===== config.mk =====
export PLATFORM = sky130hd
export DESIGN_NAME = pipe_alu_elastic_flat
export DESIGN_NICKNAME = d
export VERILOG_FILES = /design/src/rtl/pipe_alu_elastic_if.sv /design/src/rtl/pipe_alu_elastic.sv /design/src/flat_wrapper.sv
export SDC_FILE = /design/constraint.sdc
export NUM_CORES = 1
export LEC_CHECK = 0
export ABC_CLOCK_PERIOD_IN_PS = 3930
export CORE_MARGIN = 4
export CORE_UTILIZATION = 40
export CTS_BUF_LIST = sky130_fd_sc_hd__clkbuf_4
export DETAILED_ROUTE_END_ITERATION = 10
export MAX_ROUTING_LAYER = met4
export PLACE_DENSITY_LB_ADDON = 0.12
export SETUP_SLACK_MARGIN = 0.3
export SLEW_MARGIN = 15
export SYNTH_ARGS = -nofsm -noshare
export SYNTH_HDL_FRONTEND = slang
export SYNTH_SLANG_ARGS = --single-unit

===== constraint.sdc =====
create_clock -name sys_clk -period 3.93 [get_ports sys_clk]
set_clock_uncertainty 0.05 [all_clocks]
set_input_delay 0.786 -clock sys_clk [delete_from_list [all_inputs] [get_ports sys_clk]]
set_output_delay 0.786 -clock sys_clk [all_outputs]
set_load 0.02 [all_outputs]

===== src/rtl/pipe_alu_elastic_if.sv =====
// Handshake and data bundle for the elastic ALU pipeline.
// The producer/consumer side uses master, the pipeline uses slave.
interface pipe_alu_elastic_if #(
  parameter int WIDTH  = 16,
  parameter int STAGES = 3,
  parameter int LO_W   = 8
);
  localparam int OCC_W = $clog2(STAGES + 1);

  logic             in_valid;
  logic             in_ready;
  logic [WIDTH-1:0] a;
  logic [WIDTH-1:0] b;
  logic [1:0]       op;
  logic             flush;
  logic             out_valid;
  logic             out_ready;
  logic [WIDTH-1:0] data;
  logic [LO_W-1:0]  lo;
  logic             tag;
  logic             carry;
  logic [OCC_W-1:0] occupancy;

  modport master (
    output in_valid, a, b, op, flush, out_ready,
    input  in_ready, out_valid, data, lo, tag, carry, occupancy
  );

  modport slave (
    input  in_valid, a, b, op, flush, out_ready,
    output in_ready, out_valid, data, lo, tag, carry, occupancy
  );
endinterface


===== src/rtl/pipe_alu_elastic.sv =====
// Elastic ALU pipeline: the result {carry, tag, data} is computed at the
// input and then carried through STAGES slots, each of which has its own
// valid bit. A slot advances whenever it is empty or when the slot below it
// advances, so bubbles collapse and full throughput holds under backpressure.
module pipe_alu_elastic #(
  parameter int WIDTH  = 16,
  parameter int STAGES = 3,
  parameter int LO_W   = 8
) (
  input logic              sys_clk,
  input logic              sys_rst,
  pipe_alu_elastic_if.slave bus
);
  localparam int PW    = WIDTH + 2;
  localparam int OCC_W = $clog2(STAGES + 1);

  logic [STAGES-1:0] valid;
  logic [PW-1:0]     payload    [STAGES];
  logic [STAGES-1:0] ready;
  logic [STAGES-1:0] up_valid;
  logic [PW-1:0]     up_payload [STAGES];
  logic [PW-1:0]     in_payload;
  logic [WIDTH:0]    sum_x;
  logic [WIDTH:0]    diff_x;
  logic [WIDTH-1:0]  res;
  logic              cy;
  logic              rdy_acc;
  logic              accept;
  logic [OCC_W-1:0]  occ;

  // Operation select. Add and sub are evaluated one bit wider so that the
  // top bit is the carry-out or the borrow.
  always_comb begin
    sum_x  = {1'b0, bus.a} + {1'b0, bus.b};
    diff_x = {1'b0, bus.a} - {1'b0, bus.b};
    res    = '0;
    cy     = 1'b0;
    case (bus.op)
      2'b00: begin
        res = sum_x[WIDTH-1:0];
        cy  = sum_x[WIDTH];
      end
      2'b01: res = bus.a ^ bus.b;
      2'b10: begin
        res = diff_x[WIDTH-1:0];
        cy  = diff_x[WIDTH];
      end
      default: res = bus.a & bus.b;
    endcase
    in_payload = {cy, (bus.a == bus.b), res};
  end

  // A slot can load if it or any slot further downstream is empty, or if the
  // consumer is taking the result. This is written as an OR-scan so the
  // ready chain has no self-referencing vector.
  always_comb begin
    rdy_acc = bus.out_ready;
    ready   = '0;
    for (int i = STAGES - 1; i >= 0; i--) begin
      rdy_acc  = rdy_acc | ~valid[i];
      ready[i] = rdy_acc;
    end
  end

  assign bus.in_ready = ready[0] & ~bus.flush;
  assign accept       = bus.in_valid & bus.in_ready;

  assign up_valid[0]   = accept;
  assign up_payload[0] = in_payload;

  for (genvar g = 1; g < STAGES; g++) begin : g_up
    assign up_valid[g]   = valid[g-1];
    assign up_payload[g] = payload[g-1];
  end

  // Slot registers: flush clears only the valid bits. A bubble moving into a
  // slot leaves its payload untouched.
  always_ff @(posedge sys_clk or posedge sys_rst) begin
    if (sys_rst) begin
      valid <= '0;
      for (int i = 0; i < STAGES; i++) payload[i] <= '0;
    end else if (bus.flush) begin
      valid <= '0;
    end else begin
      for (int i = 0; i < STAGES; i++) begin
        if (ready[i]) begin
          valid[i] <= up_valid[i];
          if (up_valid[i]) payload[i] <= up_payload[i];
        end
      end
    end
  end

  // Occupancy is the popcount of the registered valid bits.
  always_comb begin
    occ = '0;
    for (int i = 0; i < STAGES; i++) occ = occ + OCC_W'(valid[i]);
  end

  assign bus.occupancy = occ;
  assign bus.out_valid = valid[STAGES-1];
  assign bus.data      = payload[STAGES-1][WIDTH-1:0];
  assign bus.tag       = payload[STAGES-1][WIDTH];
  assign bus.carry     = payload[STAGES-1][WIDTH+1];
  assign bus.lo        = payload[STAGES-1][LO_W-1:0];
endmodule


===== src/flat_wrapper.sv =====
// flat-port wrapper written by rule: the top's interface ports become plain ports
module pipe_alu_elastic_flat 
#(
  parameter int WIDTH  = 16,
  parameter int STAGES = 3,
  parameter int LO_W   = 8
)
  (sys_clk, sys_rst, bus_in_valid, bus_a, bus_b, bus_op, bus_flush, bus_out_ready, bus_in_ready, bus_out_valid, bus_data, bus_lo, bus_tag, bus_carry, bus_occupancy);
  pipe_alu_elastic_if #(.WIDTH(WIDTH), .STAGES(STAGES), .LO_W(LO_W)) bus_i ();
  input logic sys_clk;
  input logic sys_rst;
  input wire logic [$bits(bus_i.in_valid)-1:0] bus_in_valid;
  input wire logic [$bits(bus_i.a)-1:0] bus_a;
  input wire logic [$bits(bus_i.b)-1:0] bus_b;
  input wire logic [$bits(bus_i.op)-1:0] bus_op;
  input wire logic [$bits(bus_i.flush)-1:0] bus_flush;
  input wire logic [$bits(bus_i.out_ready)-1:0] bus_out_ready;
  output wire logic [$bits(bus_i.in_ready)-1:0] bus_in_ready;
  output wire logic [$bits(bus_i.out_valid)-1:0] bus_out_valid;
  output wire logic [$bits(bus_i.data)-1:0] bus_data;
  output wire logic [$bits(bus_i.lo)-1:0] bus_lo;
  output wire logic [$bits(bus_i.tag)-1:0] bus_tag;
  output wire logic [$bits(bus_i.carry)-1:0] bus_carry;
  output wire logic [$bits(bus_i.occupancy)-1:0] bus_occupancy;
  assign bus_i.in_valid = bus_in_valid;
  assign bus_i.a = bus_a;
  assign bus_i.b = bus_b;
  assign bus_i.op = bus_op;
  assign bus_i.flush = bus_flush;
  assign bus_i.out_ready = bus_out_ready;
  assign bus_in_ready = bus_i.in_ready;
  assign bus_out_valid = bus_i.out_valid;
  assign bus_data = bus_i.data;
  assign bus_lo = bus_i.lo;
  assign bus_tag = bus_i.tag;
  assign bus_carry = bus_i.carry;
  assign bus_occupancy = bus_i.occupancy;
  pipe_alu_elastic #(.WIDTH(WIDTH), .STAGES(STAGES), .LO_W(LO_W)) u_core (.sys_clk(sys_clk), .sys_rst(sys_rst), .bus(bus_i));
endmodule

==> results.yml <==
timing:
  finalWorstSetupSlack_ns: 0.6074
  rsz0062_at_grt: "false"
  fmax_mhz: 301.0
  tightest_slew_ns: 0.8769
  fin_crit_ns: 3.323
  hold_violations: 0
  setup_viol: 0
  maxSlewViolCount: 0
  period_share_pct: 84.54
  finalSetupTns_ns: 0
  slew_headroom_pct: 41.37
placed_design:
  place_congestion: 0.9008
  hpwl_um: 9419
  io_buffer_count: 68
  dpl.cell_count: 673
  pre_cts_ws_ns: 0.2553
routing:
  routed.top_layer: "met4"
  wire_per_inst_um: 16.96
  ant_nets: 0
  drc: 0
  wl_met3_um: 662
  met2_length_um: 5350
  drtIter0Drc: 243
  via_count: 3841
  first_pass_iters: 5
  vias_per_cell: 5.567
  wl_met1_um: 5438
  drt-total-wl_um: 11700
min_path:
  hold-path-cell-count: 2
  holdCritPathClass: "reg -> reg"
synth:
  synth_cell_types: 68
  postSynthAreaPerCell_um2: 8.945
  async_reset_ff_share_pct: 100.0
  synth_nets: 577
  synth-seq-area-share_pct: 31.70
  synth_cells: 503
  synth.cell_area_um2: 4499
  synth_edf_count: 0
  synth-seq-cells: 57
  yosys_warnings: 0
  ys.flop_type: "dfrtp_1"
grt:
  overflow: 0
  grt_pass1_wl_um: 19640
  grt_use_total_pct: 19.28
  grt_max_degree: 39
  antenna_found_initial: 1
  grt_pass1_vias: 3839
critical_path:
  endpoint: "u_core.payload[46]$_DFFE_PP0P_"
  crit_type: "in -> reg"
  worst-endpoint-required_ns: 4.13
  end_kind: "register"
  critPathLaunch: "bus_b[0]"
  critical-path-slowest-cell: "clkdlybuf4s50_1"
  path_common_cell: "o21ai_1"
  cp.arrival_ns: 3.52
  worstReg2RegStart: "u_core.valid[2]$_DFFE_PP0P_"
  max_stage_delay_ns: 0.50
  r2r-end: "u_core.payload[41]$_DFFE_PP0P_"
  worst_setup_path_start_kind: "input port"
  cp_max_fo: 4
  path_cells: "clkdlybuf4s50_1 > ha_1 > inv_1 > fa_1 > nor2_1 > o211ai_2 > a311oi_2 > o21ai_1 > a2111oi_0 > a41o_1 > o21ai_1"
  r2r_slack_ns: 1.73
  reg2reg_depth: 6
die:
  die_w_um: 114.1
  chipHeight_um: 114.1
  dieArea_um2: 13010
  core_um2: 10940
  pin_count: 69
  fp-row-count: 38
  initial_core_util_pct: 41.14
cts:
  clk_path_buf_depth: 2
  clockRootBuffer: "clkbuf_4"
  cts_tree: "yes"
  ctsResizeCount: 0
  cts_setup_buffers: 0
  path_clk_slew_ns: 0.08
  cts_sinks: 57
  cts_max_level: 3
  clock_latency_ns: 0.36
  postCtsHoldBufs: 0
  numCtsBuffers: 9
power_and_ir_drop:
  p_int_uw: 1350
  clkPwrFrac_pct: 15.5
  switching_share_pct: 36.19
  ir_worst_vdd_uv: 294.9
  pwr-share-seq_pct: 39.7
  p_leak_uw: 0.002298
  power_per_cell_area_nw_per_um2: 401.3
  p_switching_uw: 765.5
  p_comb_share_pct: 44.8
layout:
  stdcell_count: 690
  final_util_pct: 48.20
  nets: 618
  drive_gt1_share_pct: 15.30
  area_growth_pct: 17.16
flow_run:
  maxCapViolations: 0
status:
  outcome: "complete, no violations"
registers in the layout (all words and copies together) (netlist names):
signal and cells:
u_core.payload 36, u_core.bus.data 16, u_core.valid 3, u_core.bus.carry 1
u_core.bus.tag 1
how the worst min path moves through the flow:
stage                              startpoint                             end  slack [ns]
2_1_floorplan  u_core.payload[51]$_DFFE_PP0P_  u_core.payload[51]$_DFFE_PP0P_        0.39
6_report       u_core.payload[52]$_DFFE_PP0P_  u_core.payload[52]$_DFFE_PP0P_        0.44
3_3_place_gp   u_core.payload[40]$_DFFE_PP0P_  u_core.payload[40]$_DFFE_PP0P_        0.42
3_5_place_dp   u_core.payload[52]$_DFFE_PP0P_  u_core.payload[52]$_DFFE_PP0P_        0.43
4_1_cts        u_core.payload[52]$_DFFE_PP0P_  u_core.payload[52]$_DFFE_PP0P_        0.45
5_1_grt        u_core.payload[52]$_DFFE_PP0P_  u_core.payload[52]$_DFFE_PP0P_        0.47
layer usage:
metal,vias up,track usage (%)
met5,-,-
met4,0,6.176
met3,15,3.066
met2,133,29.35
met1,1824,26.42
li1,1869,-
cell type report:
cell class	count	area (µm²)
antenna	1	2.502
clock buffer	11	82.58
clock inverter	5	22.52
fill	1111	5664
inverter	37	138.9
multi-input combinational	356	2630
sequential	57	1426
tap	140	175.2
timing repair buffer	83	793.3
layout by cell type, fill, tap and decap left out, types with 7 or more instances in the layout:
master	n
a21oi_1	31
mux2_2	37
inv_1	35
dfrtp_1	57
nor3_1	10
a31oi_1	10
xnor2_1	10
clkdlybuf4s50_1	68
a21o_1	7
nand2b_1	8
o21ai_0	17
clkbuf_4	11
ha_1	32
nor2_1	43
buf_4	15
nand2_1	36
o31ai_1	7
power groups by stage:
stage          Sequential (µW)  Clock [µW]  Combinational [µW]
3_3_place_gp               848           0                 941
4_1_cts                    845         339                 953
6_report                   840         327                 948
2_1_floorplan              823           0                 719
5_1_grt                    867         372                1020
3_5_place_dp               857           0                 950
per-stage QoR:
step	instance area, µm²	hold WS (ns)	power, µW
4_1_cts	5269	0.4471	2136
6_report	5271	0.4427	2115
2_1_floorplan	4499	0.3893	1542
3_5_place_dp	5164	0.4286	1807
5_1_grt	5271	0.4734	2263
3_3_place_gp	5164	0.4190	1789
cell families (layout without fill, tap and decap cells):
group / after synthesis / in the layout / share of synthesized area [%]
multiplexers: 43 / 43 / 10.87
XOR/XNOR: 11 / 11 / 2.141
flip-flops: 57 / 57 / 31.70
AO/OA/AOI/OAI: 135 / 135 / 21.08
other: 0 / 1 / 0
AND/OR/NAND/NOR: 132 / 132 / 14.02
adder cells (fa/ha/maj): 35 / 35 / 10.23
buffers and inverters: 90 / 136 / 9.955
synthesized netlist by cell type, types with 4 or more instances:
library cell | instances | share of area [%]
a211oi_1 | 5 | 0.83
a21o_1 | 7 | 1.2
a21oi_1 | 31 | 3.4
a31oi_1 | 10 | 1.4
buf_2 | 7 | 0.78
buf_4 | 25 | 4.2
clkbuf_1 | 17 | 1.4
dfrtp_1 | 57 | 32
ha_1 | 32 | 8.9
inv_1 | 36 | 3.0
mux2_2 | 37 | 9.3
mux2i_1 | 5 | 1.1
nand2_1 | 36 | 3.0
nand2b_1 | 8 | 1.1
nand3_1 | 4 | 0.44
nor2_1 | 43 | 3.6
nor2b_1 | 5 | 0.70
nor3_1 | 10 | 1.1
o211ai_1 | 5 | 0.83
o21a_1 | 4 | 0.67
o21ai_0 | 17 | 1.9
o21ai_1 | 5 | 0.56
o221ai_1 | 4 | 0.78
o31ai_1 | 7 | 1.2
or2_2 | 4 | 0.56
or4_1 | 4 | 0.67
xnor2_1 | 10 | 1.9
critical path: cells and delay by family:
family | cells | cell delay [ns]
buffers and inverters | 2 | 0.57
AOI/OAI and AO/OA | 6 | 1.36
adders and majority gates | 2 | 0.64
and+or+nand+nor | 1 | 0.18
No activity file was read; power rests on OpenSTA's default activity.
